### config.mk
export PLATFORM = sky130hd
export DESIGN_NAME = m_dm_store_buf
export DESIGN_NICKNAME = d
export VERILOG_FILES = /design/src/rtl/m_dm_store_buf_pkg.sv /design/src/rtl/m_dm_store_buf_sync_fifo.sv /design/src/rtl/m_dm_store_buf.sv
export SDC_FILE = /design/constraint.sdc
export NUM_CORES = 1
export LEC_CHECK = 0
export ABC_AREA = 1
export BUFFER_PORTS_ARGS = -buffer_cell sky130_fd_sc_hd__buf_2
export CORE_AREA = 2 2 207 209
export CTS_CLUSTER_DIAMETER = 120
export DETAILED_ROUTE_END_ITERATION = 8
export DIE_AREA = 0 0 209 211
export SYNTH_ARGS = -nofsm -noshare
export SYNTH_HDL_FRONTEND = slang
export SYNTH_HIERARCHICAL = 1
export SYNTH_SLANG_ARGS = --single-unit
export TNS_END_PERCENT = 1
### constraint.sdc
create_clock -name clk -period 4.89 [get_ports clk]
set_input_delay 0 -clock clk [delete_from_list [all_inputs] [get_ports clk]]
set_output_delay 0 -clock clk [all_outputs]
set_load 0.01 [all_outputs]
### src/rtl/m_dm_store_buf_pkg.sv
// Shared store-type encodings, buffer entry layout and the lane/enable helpers
// used by the M-stage store buffer.
package m_dm_store_buf_pkg;

  localparam logic [1:0] TYPE_W = 2'b00;
  localparam logic [1:0] TYPE_H = 2'b01;
  localparam logic [1:0] TYPE_B = 2'b10;

  localparam int ENTRY_W = 68;

  typedef struct packed {
    logic [31:0] addr;
    logic [31:0] wdata;
    logic [3:0]  be;
  } entry_t;

  function automatic logic f_misalign(input logic [1:0] typ, input logic [1:0] a);
    logic r;
    r = 1'b1;
    case (typ)
      TYPE_W:  r = (a != 2'b00);
      TYPE_H:  r = a[0];
      TYPE_B:  r = 1'b0;
      default: r = 1'b1;
    endcase
    return r;
  endfunction

  function automatic logic [3:0] f_be(input logic [1:0] typ, input logic [1:0] a);
    logic [3:0] r;
    r = 4'b0000;
    case (typ)
      TYPE_W: r = 4'b1111;
      TYPE_H: begin
        if (a[1]) begin
          r = 4'b1100;
        end else begin
          r = 4'b0011;
        end
      end
      TYPE_B:  r = 4'b0001 << a;
      default: r = 4'b0000;
    endcase
    return r;
  endfunction

  function automatic logic [31:0] f_wdata(input logic [1:0] typ, input logic [31:0] d);
    logic [31:0] r;
    r = 32'h0000_0000;
    case (typ)
      TYPE_W:  r = d;
      TYPE_H:  r = {2{d[15:0]}};
      TYPE_B:  r = {4{d[7:0]}};
      default: r = 32'h0000_0000;
    endcase
    return r;
  endfunction

endpackage

### src/rtl/m_dm_store_buf_sync_fifo.sv
// Synchronous FIFO with occupancy counter; pushes when full and pops when
// empty are dropped internally so callers cannot corrupt the pointers.
module sync_fifo
  import m_dm_store_buf_pkg::*;
#(
  parameter int WIDTH = ENTRY_W,
  parameter int DEPTH = 4
) (
  input  logic                   clk,
  input  logic                   rst_n,
  input  logic                   i_push,
  input  logic [WIDTH-1:0]       i_wdata,
  input  logic                   i_pop,
  output logic [WIDTH-1:0]       o_rdata,
  output logic                   o_empty,
  output logic                   o_full,
  output logic [$clog2(DEPTH):0] o_count
);

  localparam int PW = $clog2(DEPTH);

  logic [WIDTH-1:0] r_mem [DEPTH];
  logic [PW-1:0]    r_wptr;
  logic [PW-1:0]    r_rptr;
  logic [PW:0]      r_count;
  logic             w_push;
  logic             w_pop;

  assign o_empty = (r_count == {(PW+1){1'b0}});
  assign o_full  = (r_count == (PW+1)'(DEPTH));
  assign o_count = r_count;
  assign o_rdata = r_mem[r_rptr];
  assign w_push  = i_push && !o_full;
  assign w_pop   = i_pop && !o_empty;

  // Entry storage carries no reset; emptiness is tracked by r_count alone.
  always_ff @(posedge clk) begin
    if (w_push) begin
      r_mem[r_wptr] <= i_wdata;
    end
  end

  // Pointers wrap naturally because DEPTH is a power of two.
  always_ff @(posedge clk or negedge rst_n) begin
    if (!rst_n) begin
      r_wptr  <= {PW{1'b0}};
      r_rptr  <= {PW{1'b0}};
      r_count <= {(PW+1){1'b0}};
    end else begin
      if (w_push) begin
        r_wptr <= r_wptr + PW'(1);
      end
      if (w_pop) begin
        r_rptr <= r_rptr + PW'(1);
      end
      case ({w_push, w_pop})
        2'b10:   r_count <= r_count + (PW+1)'(1);
        2'b01:   r_count <= r_count - (PW+1)'(1);
        default: r_count <= r_count;
      endcase
    end
  end

endmodule

### src/rtl/m_dm_store_buf.sv
// M-stage store buffer: checks alignment, builds lane-replicated data and byte
// enables, and drains accepted stores to memory strictly in order.
module m_dm_store_buf
  import m_dm_store_buf_pkg::*;
#(
  parameter int DEPTH = 4
) (
  input  logic                   clk,
  input  logic                   reset,
  input  logic                   st_valid,
  output logic                   st_ready,
  input  logic [1:0]             st_type,
  input  logic [31:0]            st_addr,
  input  logic [31:0]            st_data,
  output logic                   st_misalign,
  output logic                   mem_req,
  input  logic                   mem_ack,
  output logic [31:0]            mem_addr,
  output logic [31:0]            mem_wdata,
  output logic [3:0]             mem_be,
  output logic                   empty,
  output logic [$clog2(DEPTH):0] count
);

  logic               w_accept;
  logic               w_bad;
  logic               w_push;
  logic               w_pop;
  logic               w_empty;
  logic               w_full;
  logic [ENTRY_W-1:0] w_head_bits;
  entry_t             w_in;
  entry_t             w_head;
  logic               r_misalign;

  assign w_accept = st_valid && st_ready;
  assign w_bad    = f_misalign(st_type, st_addr[1:0]);
  assign w_push   = w_accept && !w_bad;
  assign w_pop    = !w_empty && mem_ack;
  assign w_head   = entry_t'(w_head_bits);

  assign st_ready    = !w_full;
  assign st_misalign = r_misalign;
  assign mem_req     = !w_empty;
  assign empty       = w_empty;

  // Assemble the entry to enqueue from the incoming request.
  always_comb begin
    w_in.addr  = {st_addr[31:2], 2'b00};
    w_in.wdata = f_wdata(st_type, st_data);
    w_in.be    = f_be(st_type, st_addr[1:0]);
  end

  // The head is gated so the memory side reads all-zero whenever nothing is queued.
  always_comb begin
    if (w_empty) begin
      mem_addr  = 32'h0000_0000;
      mem_wdata = 32'h0000_0000;
      mem_be    = 4'b0000;
    end else begin
      mem_addr  = w_head.addr;
      mem_wdata = w_head.wdata;
      mem_be    = w_head.be;
    end
  end

  // One-cycle pulse for an accepted request that could not be enqueued.
  always_ff @(posedge clk or negedge reset) begin
    if (!reset) begin
      r_misalign <= 1'b0;
    end else begin
      r_misalign <= w_accept && w_bad;
    end
  end

  sync_fifo #(
    .WIDTH (ENTRY_W),
    .DEPTH (DEPTH)
  ) u_fifo (
    .clk     (clk),
    .rst_n   (reset),
    .i_push  (w_push),
    .i_wdata (w_in),
    .i_pop   (w_pop),
    .o_rdata (w_head_bits),
    .o_empty (w_empty),
    .o_full  (w_full),
    .o_count (count)
  );

endmodule

== Yosys cells after proc, flatten, opt, wreduce, memory -nomap -nowiden ==
Memory sizes are Yosys's and may differ from the RTL's.
Cells that the tools add are included.

* $add $sub $neg: 4
* $mul: 0
* Divide/modulo/power cells: 0
* Order comparisons: 0
* Eq/ne operators: 5
* Shifts and indexed selects: 1
* Multiplexer cells: 10
* Bitwise logic cells: 0
* Reductions and logical operators: 13

{| class="wikitable"
|+ Operator list
! kind !! count
|-
| $pmux W32 S3 || 1
|-
| $mux W32 || 2
|-
| $pmux W4 S3 || 1
|-
| $mux W4 || 2
|-
| $logic_and A1 B1 Y1 || 6
|-
| $pmux W3 S2 || 1
|-
| $add A2 B1 Y2 const B || 2
|-
| $eq A2 B1 Y1 const B || 2
|-
| $eq A2 B2 Y1 const B || 2
|-
| $reduce_bool A2 Y1 || 2
|-
| $shl A1 B2 Y4 const A || 1
|-
| $add A3 B1 Y3 const B || 1
|-
| $eq A3 B3 Y1 const B || 1
|-
| $logic_not A1 Y1 || 3
|-
| $logic_not A3 Y1 || 1
|-
| $pmux W1 S3 || 1
|-
| $sub A3 B1 Y3 const B || 1
|-
| $logic_not A2 Y1 || 1
|-
| $mux W1 || 2
|}

* Register bits after elaboration: 8
* Latch bits: 0
* Bits in writable memories: 264
* Bits in read-only memories: 0
* Bits of input ports: 70
* Output and inout bits: 75
* Word-level logic and storage cells: 38
* Memories kept: 1

{| class="wikitable"
|+ Memory list
! name !! words !! width !! read ports !! clocked after memory_dff !! wr ports !! line !! RTL
|-
| u_fifo.r_mem || 4 || 66 || 1 || 0 || 1 || m_dm_store_buf_sync_fifo.sv:22 || <nowiki>logic [WIDTH-1:0] r_mem [DEPTH];</nowiki>
|}

== Depth between registers and ports, before layout ==
Gate-level depths: netlist of run 1.

* Depth in word-level cells: 7
* Mapped depth: 16
* Mapped depth without buffers: 15

== By module ==
Netlist of run 1, hierarchy kept.

{| class="wikitable"
|+ By module, submodules not included
! module !! instances !! cells an instance !! area each (um^2) !! sequential area each (um^2)
|-
| sync_fifo || 1 || 855 || 11353.4 || 8343.0
|-
| m_dm_store_buf || 1 || 271 || 1077.3 || 25.0
|}

== Worst setup path before layout of run 1 ==
OpenSTA, ideal clock, no wires.

* Path type: reg-to-reg
* Start point: register u_fifo.r_count[0] (netlist: u_fifo/o_count[0])
* End point: memory u_fifo/r_mem[0][0] in the netlist's numbering, enable pin
* Arrival time: 4.029 ns
* Data required time: 4.395 ns
* Setup slack: 0.366 ns
* Cell stages (with the launch flop): 9
* Path buffers: 0
* Clock period less this slack: 4.524 ns
* Cells stage by stage: dfrtp_1 -> inv_1 -> nand3_1 -> inv_1 -> inv_1 -> nand2_1 -> nor2_1 -> nand2_1 -> nor2_1

* Longest elaborated chain between the ends: 7

{| class="wikitable"
|+ RTL lines
! what !! line !! RTL
|-
| start, declared || m_dm_store_buf_sync_fifo.sv:25 || <nowiki>logic [PW:0] r_count;</nowiki>
|-
| start signal, assigned || m_dm_store_buf_sync_fifo.sv:48 || <nowiki>r_count <= {(PW+1){1'b0}};</nowiki>
|-
| start signal, assigned || m_dm_store_buf_sync_fifo.sv:57 || <nowiki>2'b10: r_count <= r_count + (PW+1)'(1);</nowiki>
|-
| start signal, assigned || m_dm_store_buf_sync_fifo.sv:58 || <nowiki>2'b01: r_count <= r_count - (PW+1)'(1);</nowiki>
|-
| $eq A3 B3 Y1 || m_dm_store_buf_sync_fifo.sv:30 || <nowiki>assign o_full = (r_count == (PW+1)'(DEPTH));</nowiki>
|-
| via w_full || m_dm_store_buf.sv:30 || <nowiki>logic w_full;</nowiki>
|-
| $logic_not A1 Y1 || m_dm_store_buf.sv:42 || <nowiki>assign st_ready = !w_full;</nowiki>
|-
| via st_ready || m_dm_store_buf.sv:11 || <nowiki>output logic st_ready,</nowiki>
|-
| $logic_and A1 B1 Y1 || m_dm_store_buf.sv:36 || <nowiki>assign w_accept = st_valid && st_ready;</nowiki>
|-
| $logic_and A1 B1 Y1 || m_dm_store_buf.sv:38 || <nowiki>assign w_push = w_accept && !w_bad;</nowiki>
|-
| via w_push || m_dm_store_buf.sv:27 || <nowiki>logic w_push;</nowiki>
|-
| $logic_and A1 B1 Y1 || m_dm_store_buf_sync_fifo.sv:33 || <nowiki>assign w_push = i_push && !o_full;</nowiki>
|-
| $mux W1 || m_dm_store_buf_sync_fifo.sv:38 || <nowiki>if (w_push) begin</nowiki>
|-
| $mux W1 (implied by the code) || m_dm_store_buf_sync_fifo.sv:39 || <nowiki>r_mem[r_wptr] <= i_wdata;</nowiki>
|-
| end, declared || m_dm_store_buf_sync_fifo.sv:22 ||
|}

The timed path passes the listed nets, and every way through them passes these cells.

==> qor.csv, run 1 <==
metric;value;unit
clk buf depth;3;
slowest cell on the critical path;inv_8;
initial antenna violation count;0;
vias in the first global route;7988;
fmax;0.345;GHz
final worst-path cycle share;59.3;%
# fillers;4043;
crit path launch type;register;
wire per inst;14.6;µm
Least-Margin Pin Slew;1.12;ns
CP Capture Type;primary output;
H-tree levels;1;
met2 WL;13200;µm
DR WL met3;1160;µm
required time of the worst setup path;4.89;ns
Final setup viols;0;
Critical Path Source;u_fifo/r_rptr[0];
cell class contributing the biggest share of worst-path delay;buffers and inverters;
Ys Warns;6;
CP bufs+invs;4;
proportion of layout cells with a drive suffix above 1;15.4;%
register area share after synthesis;67.3;%
Setup Fix Bufs, Post-CTS;0;
Reg clk slew, reported paths;0.06;ns
cell area after synthesis;12400;µm²
WHS Endpoint;u_fifo/r_wptr[0];
Post-route DRC;0;
multi-input logic area;2730;µm²
Worst slew margin;24.9;%
status;completed;
TritonRoute pass-1 iters;4;
Mapped Cells;1126;
Finished Layout Cells;1899;
Max rail drop VDD;0.321;mV
critical path fanouts, max;176;
max layer used;met4;
Root Driver;clkbuf_16;
CTS sink cnt;280;
final hold vios;0;
Seq. cell area;8370;µm²
Post-Syn Area per Cell;11.0;µm²
met1 wire length;12800;µm
routed wire length;27700;µm
gp weighted congestion;0.857;
Sum Neg Setup Slack;0;ns
Syn-to-layout area delta;22.8;%
Register-to-Register Path Depth;9;
die height;211;µm
GRT Total Usage;12.6;%
Final Critical Period;2.90;ns
IO Pins;145;
reg2reg end;u_fifo/r_mem[0][26];
Seq cells post-synth;280;
1st-iter DRT viols;474;
Cell Rows;75;
TritonCTS Buffers;29;
Worst R2R Start;u_fifo/o_count[0];
GRT overflow;0;
reg-to-reg slack, setup;2.00;ns
worst hold start;st_addr[1];
PortBufs;144;
Detailed Place HPWL;17200;µm
CTS tree;done;
initial core utilization;29.8;%
DR vias/cell;4.25;
post-synthesis cell type count;21;
Hold WC Path Type;in2reg;
post-route antenna net violation count;0;
# nets final;1413;
critical path arrival;2.90;ns
Die W;209;µm
total power per unit cell area;538;nW/µm²
max cap viols;0;
Clock Skew;0.0205;ns
cells along the critical path;inv_8 > buf_4 > o211ai_1 > nand2_1 > inv_1 > nor2_1 > buf_2;
core area;41800;µm²
unrepaired setup endpoints after global routing;no;
via count;8067;
largest net degree at the start of global routing;177;
die area;44100;µm²
Final Slew Violations;0;
worst skew pair latency;0.54;ns
critical path class;reg2out;
CP max stage delay;0.60;ns
Hold Path Depth;6;
first-pass GRT wire length;43700;µm
placed insts;1769;
# diodes;0;
Leakage;0.00658;µW
-- worst register-to-register path: cells and delay by family (launching register included) --
kind	cells	cell delay, ns
simple gates	5	1.63
flops	1	0.38
buf+inv	4	0.54
-- power by group --
| part | internal (µW) | leakage (µW) | switching [µW] | total, µW |
|---|---|---|---|---|
| clock | 1380 | 0.000484 | 876 | 2260 |
| combinational | 992 | 0.00353 | 2010 | 3000 |
| sequential | 2880 | 0.00257 | 64.3 | 2940 |
| total | 5250 | 0.00658 | 2950 | 8200 |
-- cells by family (layout without fill, tap and decap cells) --
family,count (synthesis),after routing,share of synthesized area [%]
AOI/OAI and AO/OA,139,139,8.33
and+or+nand+nor,404,404,12.4
DFF,280,280,67.3
other,1,8,0.0302
xor gates and xnor gates,1,1,0.0705
buffers and inverters,295,522,11.1
adders and majority gates,6,6,0.664
-- placed cells by master, fill, tap and decap left out --
cell / count
inv_6: 1
dfrtp_2: 1
bufinv_16: 5
clkinv_1: 4
inv_1: 235
nor2_1: 86
xnor2_1: 1
nor2_2: 3
nand3_1: 16
buf_12: 3
nor2_4: 4
buf_2: 144
nand2_1: 294
conb_1: 8
clkinv_4: 1
o211ai_1: 136
clkinvlp_4: 1
clkbuf_8: 2
clkinv_2: 5
nand4_1: 1
inv_2: 3
ha_1: 5
clkbuf_1: 6
o21ai_1: 1
o21ai_0: 1
buf_4: 6
edfxtp_1: 272
inv_8: 1
fa_1: 1
a21oi_1: 1
dlygate4sd3_1: 76
clkbuf_16: 29
dfrtp_1: 7
-- area by class of cell --
| type | instances | area share, % |
|---|---|---|
| inverter | 239 | 5.93 |
| sequential | 280 | 54.8 |
| clock buffer | 37 | 5.08 |
| clock inverter | 17 | 1.41 |
| multi-input combinational | 558 | 17.9 |
| tap | 539 | 4.42 |
| timing repair buffer | 229 | 10.4 |
-- metal layers --
metal / GRT usage (%) / up-vias
met5: 0 / -
met3: 1.68 / 40
met4: 3.47 / 0
met1: 16.8 / 3706
li1: - / 4116
met2: 21.7 / 205
-- metrics by stage --
step / power (µW) / utilization [%] / worst slack [ns] / hold slack, ns / area [µm²]
2_1_floorplan: 5160 / - / 0.366 / -0.296 / 12500
3_3_place_gp: 5990 / 32.3 / 2.01 / -0.144 / 13500
3_5_place_dp: 6040 / 32.3 / 1.89 / -0.141 / 13500
4_1_cts: 8370 / 36.5 / 1.88 / 0.0400 / 15300
5_1_grt: 8820 / 36.5 / 1.66 / 0.0775 / 15300
6_report: 8200 / 36.5 / 1.99 / 0.0263 / 15300
-- how the worst max path moves through the flow --
| stage | end | cells after the start |
|---|---|---|
| 5_1_grt | mem_addr[5] | 8 |
| 3_3_place_gp | u_fifo/r_mem[0][23] | 9 |
| 2_1_floorplan | u_fifo/r_mem[0][0] | 8 |
| 3_5_place_dp | u_fifo/r_mem[0][25] | 9 |
| 6_report | mem_addr[1] | 7 |
| 4_1_cts | u_fifo/r_mem[0][13] | 9 |
-- synth_stat cells --
cell | instances | area [µm²]
o21ai_0 | 1 | 5.00
dfrtp_1 | 8 | 200
nand2_1 | 294 | 1100
buf_2 | 9 | 45.0
nand3_1 | 16 | 80.1
buf_6 | 34 | 383
a21oi_1 | 1 | 5.00
nand4_1 | 1 | 6.26
ha_1 | 5 | 62.6
o211ai_1 | 136 | 1020
nor2_2 | 3 | 18.8
inv_1 | 236 | 886
inv_2 | 3 | 11.3
xnor2_1 | 1 | 8.76
buf_4 | 3 | 22.5
fa_1 | 1 | 20.0
conb_1 | 1 | 3.75
nor2_1 | 90 | 338
clkbuf_1 | 10 | 37.5
o21ai_1 | 1 | 5.00
edfxtp_1 | 272 | 8170
-- repair_timing --
action | in CTS | in global routing
hold buffers | 76 | 0
setup endpoints to repair | 0 | 0
gates resized for setup | 0 | 0
hold endpoints to repair | 260 | 0
-- flip-flops by register name (all words and copies together), names as in the netlist --
signal          count
u_fifo/r_wptr       2
st_misalign         1
u_fifo/o_count      3
u_fifo/r_rptr       2
u_fifo/r_mem      272
Note: power is estimated with default switching activity, not from simulation.
==> run 2, diff against run 1 <==
- clock period: 4.89 -> 2.5 ns (I/O delays scaled with it)
==> run 2 against run 1 <==
Clock power grew 77%. Hold slack gained 0.0057 ns. Final cell count grew 0.26%. Critical path depth grew 1. Clock skew shrank 0.012 ns. Worst setup slack lost 1.7 ns. Clock-buffer cell count shrank 3. Via count grew 1.0%. Register-to-register slack lost 1.6 ns. Sequential power grew 97%. Non-clock buffer count grew 9. Critical path type unchanged.
==> qor.csv, run 2 (same netlist as run 1, synthesis figures left out) <==
metric;value;unit;change
Final Slew Violations;0;;unchanged
commonest non-fill, non-tap cell in the layout;nand2_1;;
critical path class;reg2out;;
CP Capture Type;primary output;;
# diodes;0;;unchanged
crit path launch type;register;;
most frequent cells in the layout;nand2_1, edfxtp_1, inv_1;;
Cell Rows;75;;unchanged
GRT Total Usage;12.8;%;+0.19 points
largest net degree at the start of global routing;102;;-42%
IO Pins;145;;unchanged
GRT overflow;0;;unchanged
final worst-path cycle share;90.0;%;
TritonRoute pass-1 iters;5;;+1
final hold vios;0;;unchanged
initial core utilization;29.8;%;unchanged
Clock Skew;0.00894;ns;-0.0116 ns
Final Critical Period;2.25;ns;
die height;211;µm;unchanged
Die W;209;µm;unchanged
Sum Neg Setup Slack;0;ns;unchanged
max cap viols;0;;unchanged
Max rail drop VDD;0.506;mV;+57%
first-pass GRT wire length;44000;µm;+0.66%
gp weighted congestion;0.899;;+4.8%
dpl ws;0.397;ns;-1.50 ns
Leakage;0.00660;µW;+0.26%
worst skew pair latency;0.53;ns;about the same
clk buf depth;3;;unchanged
# nets final;1421;;+0.57%
PortBufs;144;;unchanged
wire per inst;14.9;µm;+2.1%
cells along the critical path;bufinv_16 > buf_4 > nand2_1 > o211ai_1 > nand2_1 > inv_1 > nor2_1 > buf_2;;
CP max stage delay;0.43;ns;-0.17 ns
Power Total;15900;µW;+94%
via count;8148;;+1.0%
critical path arrival;2.25;ns;-0.65 ns
Post-route DRC;0;;unchanged
DR vias/cell;4.28;;+0.74%
Worst slew margin;49.1;%;+24 points
most common cell type on the critical path;nand2_1;;
Seq. cell area;8370;µm²;unchanged
Final setup viols;0;;unchanged
Syn-to-layout area delta;23.4;%;
post-route antenna net violation count;0;;unchanged
Least-Margin Pin Slew;0.763;ns;-0.361 ns
Reg clk slew, reported paths;0.06;ns;about the same
1st-iter DRT viols;478;;+0.84%
proportion of layout cells with a drive suffix above 1;16.0;%;+0.68 points
critical path fanouts, max;101;;-43%
Largest register FFs;272;;unchanged
core area;41800;µm²;unchanged
routed wire length;28400;µm;+2.4%
CTS tree;done;;
unrepaired setup endpoints after global routing;no;;
H-tree levels;1;;unchanged
fmax;0.444;GHz;
Root Driver;clkbuf_16;;
# fillers;4011;;-0.79%
slowest cell on the critical path;bufinv_16;;
placed insts;1779;;+0.57%
Detailed Place HPWL;17700;µm;+3.5%
worst setup margin;0.250;ns;-1.74 ns
multi-input logic area;2760;µm²;+0.82%
required time of the worst setup path;2.50;ns;-2.39 ns
vias in the first global route;7732;;-3.2%
status;completed;;
Hold WC Path Type;in2reg;;
TritonCTS Buffers;28;;-3.4%
CTS sink cnt;280;;unchanged
Finished Layout Cells;1904;;+0.26%
initial antenna violation count;0;;unchanged
Largest Register;u_fifo/r_mem;;
die area;44100;µm²;unchanged
total power per unit cell area;1040;nW/µm²;+93%
[run 2: final timing paths]
check	from	end	slack, ns	cells past startpoint
setup / recovery	u_fifo/r_rptr[0]	mem_addr[14]	0.25	8
hold / removal	st_addr[1]	u_fifo/r_mem[1][3]	0.03	3
setup reg to reg	u_fifo/o_count[0]	u_fifo/o_count[2]	0.39	14
hold reg to reg	u_fifo/o_count[0]	u_fifo/o_count[0]	0.52	1
max in group asynchronous	reset	u_fifo/r_rptr[1]	1.74	3
min in group asynchronous	reset	u_fifo/o_count[2]	0.45	3
[run 2: layer usage]
layer	vias to the layer above	track usage (%)	routed length, µm
li1	4140	-	-
met3	39	1.74	1120
met4	0	2.71	506
met5	-	0	0
met2	196	21.9	13400
met1	3773	17.5	13400
[run 2: where the power goes]
| part | internal [µW] | switching [µW] |
|---|---|---|
| clock | 2310 | 1690 |
| combinational | 2170 | 3950 |
| sequential | 5630 | 162 |
[run 2: final cells by class]
cell class | count | share of cell area (%)
Multi-Input combinational cell | 558 | 18.0
Tap cell | 539 | 4.40
Clock inverter | 16 | 0.857
Timing Repair Buffer | 238 | 11.3
Inverter | 239 | 6.02
Sequential cell | 280 | 54.6
Clock buffer | 34 | 4.85
[run 2: timing repair]
action / CTS / global route
resized for setup: 0 / 2
setup endpoints to repair: 0 / 5
endpoints found under the hold margin: 260 / 0
hold buffers: 75 / 0
buffers inserted: 0 / 0
[run 2: through the flow]
| stage | utilization (%) | cell area (µm²) | hold slack, ns |
|---|---|---|---|
| after floorplan | - | 12500 | -0.296 |
| after global placement | 32.8 | 13700 | -0.146 |
| after detailed placement | 32.8 | 13700 | -0.142 |
| after CTS | 36.7 | 15300 | 0.0118 |
| after global routing | 36.7 | 15300 | 0.0945 |
| final | 36.7 | 15300 | 0.0319 |
[run 2: critical path: cells and delay by family (launching register included)]
kind,cells,cell delay (ns)
flip-flops,1,0.42
AND/OR/NAND/NOR,3,0.20
buffers and inverters,4,0.97
AO/OA/AOI/OAI,1,0.09
